### src/rtl/alu_share_arbiter.sv
// Round-robin arbiter sharing one combinational ALU between two requesters.
// Operands are registered toward the ALU; the result returns on one tagged response channel.
module alu_share_arbiter #(
   parameter int unsigned WIDTH = 32
) (
   input  logic             clk,
   input  logic             reset,
   input  logic             req0_valid,
   output logic             req0_ready,
   input  logic [WIDTH-1:0] req0_a,
   input  logic [WIDTH-1:0] req0_b,
   input  logic [3:0]       req0_ctrl,
   input  logic             req1_valid,
   output logic             req1_ready,
   input  logic [WIDTH-1:0] req1_a,
   input  logic [WIDTH-1:0] req1_b,
   input  logic [3:0]       req1_ctrl,
   output logic [WIDTH-1:0] alu_a,
   output logic [WIDTH-1:0] alu_b,
   output logic [3:0]       alu_ctrl,
   input  logic [WIDTH-1:0] alu_out,
   input  logic             alu_zero,
   output logic             rsp_valid,
   input  logic             rsp_ready,
   output logic             rsp_id,
   output logic [WIDTH-1:0] rsp_data,
   output logic             rsp_zero,
   output logic             busy,
   output logic [1:0]       dbg_state
);

   // Handshakes: a request transfers on a rising edge where reqN_valid && reqN_ready;
   // a response transfers where rsp_valid && rsp_ready. Valid never waits on ready.
   typedef enum logic [1:0] {
      IDLE = 2'd0,
      EXEC = 2'd1,
      RESP = 2'd2
   } state_t;

   state_t           state_q, state_d;
   logic             last_grant_q, last_grant_d;
   logic [WIDTH-1:0] alu_a_q, alu_a_d;
   logic [WIDTH-1:0] alu_b_q, alu_b_d;
   logic [3:0]       alu_ctrl_q, alu_ctrl_d;
   logic             rsp_valid_q, rsp_valid_d;
   logic             rsp_id_q, rsp_id_d;
   logic [WIDTH-1:0] rsp_data_q, rsp_data_d;
   logic             rsp_zero_q, rsp_zero_d;

   logic             grant_any;
   logic             grant_id;

   // On a tie the requester that did not win last time gets the ALU.
   always_comb begin
      grant_any = req0_valid | req1_valid;
      if (req0_valid && req1_valid) begin
         grant_id = ~last_grant_q;
      end else begin
         grant_id = req1_valid;
      end
   end

   assign req0_ready = (state_q == IDLE) && req0_valid && !grant_id;
   assign req1_ready = (state_q == IDLE) && req1_valid && grant_id;

   always_comb begin
      state_d      = state_q;
      last_grant_d = last_grant_q;
      alu_a_d      = alu_a_q;
      alu_b_d      = alu_b_q;
      alu_ctrl_d   = alu_ctrl_q;
      rsp_valid_d  = rsp_valid_q;
      rsp_id_d     = rsp_id_q;
      rsp_data_d   = rsp_data_q;
      rsp_zero_d   = rsp_zero_q;
      case (state_q)
         IDLE: begin
            if (grant_any) begin
               alu_a_d      = grant_id ? req1_a    : req0_a;
               alu_b_d      = grant_id ? req1_b    : req0_b;
               alu_ctrl_d   = grant_id ? req1_ctrl : req0_ctrl;
               rsp_id_d     = grant_id;
               last_grant_d = grant_id;
               state_d      = EXEC;
            end
         end
         EXEC: begin
            rsp_data_d  = alu_out;
            rsp_zero_d  = alu_zero;
            rsp_valid_d = 1'b1;
            state_d     = RESP;
         end
         RESP: begin
            if (rsp_valid_q && rsp_ready) begin
               rsp_valid_d = 1'b0;
               state_d     = IDLE;
            end
         end
         default: state_d = IDLE;
      endcase
   end

   always_ff @(posedge clk or posedge reset) begin
      if (reset) begin
         state_q      <= IDLE;
         last_grant_q <= 1'b1;
         alu_a_q      <= '0;
         alu_b_q      <= '0;
         alu_ctrl_q   <= '0;
         rsp_valid_q  <= 1'b0;
         rsp_id_q     <= 1'b0;
         rsp_data_q   <= '0;
         rsp_zero_q   <= 1'b0;
      end else begin
         state_q      <= state_d;
         last_grant_q <= last_grant_d;
         alu_a_q      <= alu_a_d;
         alu_b_q      <= alu_b_d;
         alu_ctrl_q   <= alu_ctrl_d;
         rsp_valid_q  <= rsp_valid_d;
         rsp_id_q     <= rsp_id_d;
         rsp_data_q   <= rsp_data_d;
         rsp_zero_q   <= rsp_zero_d;
      end
   end

   assign alu_a     = alu_a_q;
   assign alu_b     = alu_b_q;
   assign alu_ctrl  = alu_ctrl_q;
   assign rsp_valid = rsp_valid_q;
   assign rsp_id    = rsp_id_q;
   assign rsp_data  = rsp_data_q;
   assign rsp_zero  = rsp_zero_q;
   assign busy      = (state_q != IDLE);
   assign dbg_state = state_q;

endmodule

### config.mk
export PLATFORM = sky130hd
export DESIGN_NAME = alu_share_arbiter
export DESIGN_NICKNAME = d
export VERILOG_FILES = /design/src/rtl/alu_share_arbiter.sv
export SDC_FILE = /design/constraint.sdc
export NUM_CORES = 1
export LEC_CHECK = 0
export ABC_AREA = 1
export CORE_ASPECT_RATIO = 0.8
export CORE_MARGIN = 5
export CORE_UTILIZATION = 40
export CTS_CLUSTER_DIAMETER = 30
export DETAILED_ROUTE_END_ITERATION = 16
export PLACE_DENSITY = 0.91
export SKIP_LAST_GASP = 1
export SYNTH_ARGS = -nofsm -noshare
export SYNTH_HDL_FRONTEND = slang
export SYNTH_SLANG_ARGS = --single-unit
### constraint.sdc
create_clock -name clk -period 3.39 [get_ports clk]
set_input_delay 0.339 -clock clk [delete_from_list [all_inputs] [get_ports clk]]
set_output_delay 0.339 -clock clk [all_outputs]
set_load 0.1 [all_outputs]
==> flow_summary.html, run 1 <==
<table>
<tr><th>Metric</th><th>Value</th></tr>
<tr><th colspan="2">Run status</th></tr>
<tr><td>Outcome</td><td>completed</td></tr>
<tr><th colspan="2">Clocking</th></tr>
<tr><td>CTS Hold Buffers Added</td><td>0</td></tr>
<tr><td>TritonCTS clock tree</td><td>done</td></tr>
<tr><td>Clock network latency to the later pin of the worst-skew pair</td><td>0.33 ns</td></tr>
<tr><td>Resize count post-CTS</td><td>0</td></tr>
<tr><td>Number of sinks driven by the clock tree</td><td>106</td></tr>
<tr><td>Post-CTS repair timing setup buffer count</td><td>0</td></tr>
<tr><td>Cts bufs inserted</td><td>9</td></tr>
<tr><td>Clock Path Buffers</td><td>2</td></tr>
<tr><td>Clock transition time at the flip-flop clock pins of the worst setup and hold paths</td><td>around 0.070 ns</td></tr>
<tr><td>H-tree levels</td><td>3</td></tr>
<tr><td>Cell at the root of the clock tree</td><td>clkbuf_16</td></tr>
<tr><th colspan="2">Layout</th></tr>
<tr><td>Layout Nets</td><td>roughly 1200</td></tr>
<tr><td>Filler Cells Inserted</td><td>1065</td></tr>
<tr><td>Share of cells above drive strength 1</td><td>0.0384</td></tr>
<tr><td>Layout overhead on the synthesized area</td><td>60.2%</td></tr>
<tr><td>Diode insertion count for antenna repair</td><td>0</td></tr>
<tr><td>Multi-input combinational cell area</td><td>1920 sq um</td></tr>
<tr><td>Total area of sequential cells</td><td>around 2700 sq um</td></tr>
<tr><th colspan="2">Timing</th></tr>
<tr><td>Total negative setup slack</td><td>0 ns</td></tr>
<tr><td>Hold violation total from the final report</td><td>0</td></tr>
<tr><td>Tcrit/Tclk final</td><td>0.716</td></tr>
<tr><td>Hold_ws</td><td>0.474 ns</td></tr>
<tr><td>Worst clock skew on the final layout</td><td>0.00492 ns</td></tr>
<tr><td>Number of failing setup endpoints in the final timing report</td><td>0</td></tr>
<tr><td>Slew of the pin with the lowest slew margin</td><td>1.03 ns</td></tr>
<tr><td>Max-slew violations</td><td>0</td></tr>
<tr><td>Final critical path time including I/O delays and setup</td><td>about 2.4 ns</td></tr>
<tr><td>Worst slew margin relative to its limit</td><td>0.311</td></tr>
<tr><td>Highest clock frequency the design can meet</td><td>412 MHz</td></tr>
<tr><td>RSZ-0062 raised after global routing</td><td>false</td></tr>
<tr><th colspan="2">Routing</th></tr>
<tr><td>Routed Wire Length</td><td>between 15000 and 20000 um</td></tr>
<tr><td>First drt pass iteration count</td><td>5</td></tr>
<tr><td>Routed met2 length</td><td>8650 um</td></tr>
<tr><td>Highest layer used for signal routing</td><td>met4</td></tr>
<tr><td>Antenna Nets Post-Route</td><td>0</td></tr>
<tr><td>Average detailed-routed wire length per instance</td><td>15.0 um</td></tr>
<tr><td>Via-per-instance ratio</td><td>~4.7</td></tr>
<tr><td>Final routed DRC violation total</td><td>0</td></tr>
<tr><td>Vias</td><td>5597</td></tr>
<tr><td>Met3 wire len</td><td>between 1500 and 2000 um</td></tr>
<tr><td>Number of DRC violations after detailed-routing iteration 0</td><td>346</td></tr>
<tr><td>Met1 Routed Length</td><td>6970 um</td></tr>
<tr><th colspan="2">Yosys</th></tr>
<tr><td>Main area contributors after synthesis</td><td>dfrtp_1, nand2_1, nand3_1, inv_1, buf_2</td></tr>
<tr><td>Cell variety after synth</td><td>17</td></tr>
<tr><td>Yosys synthesis warning count</td><td>0</td></tr>
<tr><td>Yosys top cell area share</td><td>0.493</td></tr>
<tr><td>Average instance area after synthesis</td><td>7.10 sq um</td></tr>
<tr><td>Synthesized net count</td><td>924</td></tr>
<tr><td>Sequential cell area fraction in the yosys report</td><td>0.498</td></tr>
<tr><td>Cell count after synthesis</td><td>750</td></tr>
<tr><td>Cell area after technology mapping</td><td>5330 sq um</td></tr>
<tr><td>Total of flip-flops plus latches after synthesis</td><td>106</td></tr>
<tr><td>Yosys top cell by area</td><td>dfrtp_1</td></tr>
<tr><th colspan="2">GRT</th></tr>
<tr><td>Number of antenna violations at the first check in global routing</td><td>0</td></tr>
<tr><td>Maximum number of pins on one net before global-route repair</td><td>between 70 and 80</td></tr>
<tr><td>Overflow left after global routing</td><td>0</td></tr>
<tr><td>Wire length of the first global-routing pass</td><td>roughly 28000 um</td></tr>
<tr><td>Number of global-route vias before repair</td><td>5574</td></tr>
<tr><td>Global-route total usage across every layer</td><td>0.219</td></tr>
<tr><th colspan="2">Floorplan</th></tr>
<tr><td>Number of top-level design ports</td><td>282</td></tr>
<tr><td>Die Y-Extent</td><td>between 100 and 150 um</td></tr>
<tr><td>Core area</td><td>roughly 13000 sq um</td></tr>
<tr><td>Initial core utilization</td><td>0.411</td></tr>
<tr><td>Area of the die</td><td>15700 sq um</td></tr>
<tr><td>Cell Rows</td><td>37</td></tr>
<tr><td>X dimension of the die</td><td>139 um</td></tr>
<tr><th colspan="2">Critical path</th></tr>
<tr><td>Endpoint required time on the critical path</td><td>just over 3 ns</td></tr>
<tr><td>CP arrival</td><td>2.09 ns</td></tr>
<tr><td>Kind of critical path</td><td>flop to output pin</td></tr>
<tr><td>Worst reg-to-reg setup slack</td><td>approximately 1.6 ns</td></tr>
<tr><td>Critical path launch point type</td><td>flop</td></tr>
<tr><td>Capturing element type of the critical path</td><td>output pin</td></tr>
<tr><td>CP Max Fanout</td><td>6</td></tr>
<tr><th colspan="2">Placement</th></tr>
<tr><td>GPL Wtd Cong</td><td>0.925</td></tr>
<tr><td>Detailed placement HPWL</td><td>12900 um</td></tr>
<tr><td>Number of buffer cells added on primary ports</td><td>281</td></tr>
<tr><th colspan="2">Min path</th></tr>
<tr><td>Worst min-delay path class</td><td>flop to flop</td></tr>
<tr><th colspan="2">Flow run</th></tr>
<tr><td>Number of max-cap violations</td><td>0</td></tr>
</table>
## state kept, by name, indices dropped and copies added (netlist names)
register / cells
last_grant_q: 1
alu_ctrl: 4
rsp_zero: 1
rsp_id: 1
dbg_state: 2
alu_a: 32
rsp_valid: 1
rsp_data: 32
alu_b: 32
## final timing paths
check	from	cells past startpoint	end
max	dbg_state[1]	3	busy
min	rsp_data[23]	2	rsp_data[23]
max reg2reg	dbg_state[1]	6	alu_a[12]
min reg2reg	rsp_data[23]	2	rsp_data[23]
max in group asynchronous	reset	3	alu_a[7]
min in group asynchronous	reset	2	rsp_data[6]
## cell families after synthesis
logic type      count (synthesis)  synth area share
compound gates                  1          0.000939
flops                         106             0.498
buf+inv                       186             0.142
simple gates                  457             0.359
## worst max-delay path, cell delays in order, from the launching register on
cell and delay, ns:
dfrtp_1 0.45, inv_2 0.07, nand2_4 0.09, clkdlybuf4s50_1 1.14
## cell usage in the layout, fill, tap and decap left out, types with 2 or more instances in the layout
| cell | count |
|---|---|
| clkbuf_16 | 9 |
| nand2_1 | 310 |
| inv_2 | 4 |
| nand3_1 | 138 |
| clkdlybuf4s50_1 | 278 |
| buf_12 | 3 |
| nor2_2 | 2 |
| buf_4 | 9 |
| nand2_2 | 2 |
| clkbuf_1 | 2 |
| inv_1 | 139 |
| nor2_1 | 3 |
| clkbuf_8 | 2 |
| clkinvlp_4 | 2 |
| dfrtp_1 | 105 |
## layout make-up
| cell class | count | area share |
|---|---|---|
| Timing Repair Buffer | 291 | 0.342 |
| Sequential cell | 106 | 0.311 |
| Multi-Input combinational cell | 458 | 0.225 |
| Inverter | 144 | 0.0636 |
| Clock buffer | 13 | 0.0305 |
| Tap cell | 175 | 0.0257 |
| Clock inverter | 3 | 0.00279 |
## layer usage
| layer | GRT usage | vias up |
|---|---|---|
| met3 | 0.0718 | 41 |
| met1 | 0.252 | 2555 |
| met5 | 0 | - |
| met2 | 0.385 | 260 |
| met4 | 0.0808 | 0 |
| li1 | - | 2741 |
## metrics by stage
step	setup WS, ns	area, sq um	utilization	cells
floorplan	0.264	5330	-	750
global placement	1.21	8250	0.636	1174
detailed placement	1.20	8250	0.636	1174
CTS	0.943	8530	0.658	1190
global route	0.899	8530	0.658	1190
finish	0.962	8530	0.658	1190
## cell usage after synthesis
cell        n
nand2_4     1
nor2_2      2
o21ai_0     1
dfrtp_1   105
nand3_1   138
buf_1       4
nor2_1      3
nand2_2     1
nand2_1   311
buf_4       4
dfstp_2     1
buf_2      29
nor2_4      1
buf_6       1
clkbuf_1    4
inv_1     140
inv_2       4
Power of run 1 is not shown: default switching activity piles up to over one toggle a cycle in this logic, so the estimate is an artifact.
==> run 2, diff against run 1 <==
Clock period 3.39 ns to 2.3 ns, I/O delays scaled along.
==> flow_summary.html, run 2 (synthesis results as in run 1) <==
<table>
<tr><th>Metric</th><th>Value</th></tr>
<tr><th colspan="2">Run status</th></tr>
<tr><td>Outcome</td><td>completed</td></tr>
<tr><th colspan="2">Clocking</th></tr>
<tr><td>Cts bufs inserted</td><td>9 (unchanged)</td></tr>
<tr><td>Clock network latency to the later pin of the worst-skew pair</td><td>0.34 ns (about the same)</td></tr>
<tr><td>Post-CTS repair timing setup buffer count</td><td>0 (unchanged)</td></tr>
<tr><td>Resize count post-CTS</td><td>0 (unchanged)</td></tr>
<tr><td>Clock Path Buffers</td><td>2 (unchanged)</td></tr>
<tr><td>H-tree levels</td><td>3 (unchanged)</td></tr>
<tr><td>Clock transition time at the flip-flop clock pins of the worst setup and hold paths</td><td>0.08 ns (about the same)</td></tr>
<tr><td>TritonCTS clock tree</td><td>done</td></tr>
<tr><td>Cell at the root of the clock tree</td><td>clkbuf_16</td></tr>
<tr><td>CTS Hold Buffers Added</td><td>0 (unchanged)</td></tr>
<tr><td>Number of sinks driven by the clock tree</td><td>106 (unchanged)</td></tr>
<tr><th colspan="2">Routing</th></tr>
<tr><td>Number of DRC violations after detailed-routing iteration 0</td><td>293 (-15%)</td></tr>
<tr><td>Average detailed-routed wire length per instance</td><td>14.5 um (-3.4%)</td></tr>
<tr><td>Routed met2 length</td><td>8380 um (-3.1%)</td></tr>
<tr><td>First drt pass iteration count</td><td>5 (unchanged)</td></tr>
<tr><td>Met1 Routed Length</td><td>6610 um (-5.1%)</td></tr>
<tr><td>Final routed DRC violation total</td><td>0 (unchanged)</td></tr>
<tr><td>Routed Wire Length</td><td>17200 um (-3.3%)</td></tr>
<tr><td>Met3 wire len</td><td>1910 um (+13%)</td></tr>
<tr><td>Antenna Nets Post-Route</td><td>0 (unchanged)</td></tr>
<tr><td>Via-per-instance ratio</td><td>4.65 (-1.2%)</td></tr>
<tr><td>Vias</td><td>5540 (-1.0%)</td></tr>
<tr><td>Highest layer used for signal routing</td><td>met4</td></tr>
<tr><th colspan="2">GRT</th></tr>
<tr><td>Wire length of the first global-routing pass</td><td>27700 um (-1.3%)</td></tr>
<tr><td>Maximum number of pins on one net before global-route repair</td><td>107 (+51%)</td></tr>
<tr><td>Global-route total usage across every layer</td><td>0.216 (-0.00327)</td></tr>
<tr><td>Number of antenna violations at the first check in global routing</td><td>0 (unchanged)</td></tr>
<tr><td>Overflow left after global routing</td><td>0 (unchanged)</td></tr>
<tr><td>Number of global-route vias before repair</td><td>5414 (-2.9%)</td></tr>
<tr><th colspan="2">Layout</th></tr>
<tr><td>Diode insertion count for antenna repair</td><td>0 (unchanged)</td></tr>
<tr><td>Layout Nets</td><td>1186 (+0.17%)</td></tr>
<tr><td>Top library cells by usage in the layout, fill and taps aside</td><td>nand2_1, clkdlybuf4s50_1, inv_1</td></tr>
<tr><td>Share of cells above drive strength 1</td><td>0.148 (+0.110)</td></tr>
<tr><td>Most common library cell in the layout ignoring fill and taps</td><td>nand2_1</td></tr>
<tr><td>Layout overhead on the synthesized area</td><td>56.8%</td></tr>
<tr><th colspan="2">Timing</th></tr>
<tr><td>Number of failing setup endpoints in the final timing report</td><td>0 (unchanged)</td></tr>
<tr><td>Tcrit/Tclk final</td><td>0.818</td></tr>
<tr><td>Total negative setup slack</td><td>0 ns (unchanged)</td></tr>
<tr><td>RSZ-0062 raised after global routing</td><td>false</td></tr>
<tr><td>Highest clock frequency the design can meet</td><td>531 MHz</td></tr>
<tr><td>Slew of the pin with the lowest slew margin</td><td>0.569 ns (-0.461 ns)</td></tr>
<tr><td>Max-slew violations</td><td>0 (unchanged)</td></tr>
<tr><td>Final critical path time including I/O delays and setup</td><td>between 1.5 and 2 ns</td></tr>
<tr><td>Worst slew margin relative to its limit</td><td>0.621 (+0.310)</td></tr>
<tr><td>Hold violation total from the final report</td><td>0 (unchanged)</td></tr>
<tr><td>Worst clock skew on the final layout</td><td>0.00964 ns (+0.00473 ns)</td></tr>
<tr><th colspan="2">Floorplan</th></tr>
<tr><td>Initial core utilization</td><td>0.411 (unchanged)</td></tr>
<tr><td>Area of the die</td><td>15700 sq um (unchanged)</td></tr>
<tr><td>Cell Rows</td><td>37 (unchanged)</td></tr>
<tr><td>Die Y-Extent</td><td>113 um (unchanged)</td></tr>
<tr><td>Core area</td><td>13000 sq um (unchanged)</td></tr>
<tr><td>Number of top-level design ports</td><td>282 (unchanged)</td></tr>
<tr><td>X dimension of the die</td><td>139 um (unchanged)</td></tr>
<tr><th colspan="2">Critical path</th></tr>
<tr><td>Critical path launch point type</td><td>flop</td></tr>
<tr><td>Worst reg-to-reg setup slack</td><td>0.71 ns (-0.89 ns)</td></tr>
<tr><td>Capturing element type of the critical path</td><td>output pin</td></tr>
<tr><td>CP arrival</td><td>1.65 ns (-0.44 ns)</td></tr>
<tr><td>Endpoint required time on the critical path</td><td>2.07 ns (-0.98 ns)</td></tr>
<tr><td>Kind of critical path</td><td>flop to output pin</td></tr>
<tr><td>CP Max Fanout</td><td>12 (+6)</td></tr>
<tr><th colspan="2">Placement</th></tr>
<tr><td>Detailed placement HPWL</td><td>12900 um (-0.16%)</td></tr>
<tr><td>GPL Wtd Cong</td><td>0.839 (-9.3%)</td></tr>
<tr><td>Number of buffer cells added on primary ports</td><td>281 (unchanged)</td></tr>
<tr><th colspan="2">Min path</th></tr>
<tr><td>Worst min-delay path class</td><td>input pin to async pin</td></tr>
<tr><th colspan="2">Flow run</th></tr>
<tr><td>Number of max-cap violations</td><td>0 (unchanged)</td></tr>
</table>
-- run 2: cell types whose count changed in the layout (fill, tap and decap cells not counted), moves of 2 or more --
cell / delta
clkdlybuf4s50_1: -106
clkinv_8: +2
buf_4: +105
clkbuf_1: -2
nor2_1: -2
buf_12: +3
clkbuf_8: -2
inv_6: +3
-- run 2: worst paths after layout --
check / startpoint / to / cells past startpoint
max in group asynchronous: reset / last_grant_q / 3
hold reg to reg: rsp_data[9] / rsp_data[9] / 2
setup reg to reg: last_grant_q / alu_b[12] / 6
hold / removal: reset / alu_b[17] / 3
min in group clk: alu_out[23] / rsp_data[23] / 3
setup / recovery: last_grant_q / req0_ready / 5
-- run 2: critical path, cell delays in order (launching register included) --
cell,delay (ns)
dfstp_2,0.55
nand2_2,0.07
nand2_2,0.28
inv_1,0.10
nor2_2,0.14
buf_12,0.19
-- run 2: through the flow --
step	instance area, sq um	cells	utilization	hold WS (ns)	setup slack (ns)
after global placement	8050	1176	0.621	0.455	0.498
after global routing	8350	1192	0.644	0.413	0.318
after detailed placement	8050	1176	0.621	0.459	0.399
after floorplan	5340	750	-	0.347	0.211
final	8350	1192	0.644	0.409	0.418
after CTS	8350	1192	0.644	0.402	0.368
-- run 2: layer usage --
metal | vias to the layer above | track usage
li1 | 2746 | -
met1 | 2507 | 0.260
met2 | 259 | 0.370
met3 | 28 | 0.0786
met4 | 0 | 0.0593
met5 | - | 0
-- run 2: layout make-up --
class | count | area, sq um
timing repair buffer | 293 | 2700
fill | 1089 | 4610
tap | 175 | 219
inverter | 144 | 544
multi-input combinational | 458 | 1930
clock buffer | 9 | 225
sequential | 106 | 2650
clock inverter | 7 | 78.8
Power of run 2 is left out for the same reason.
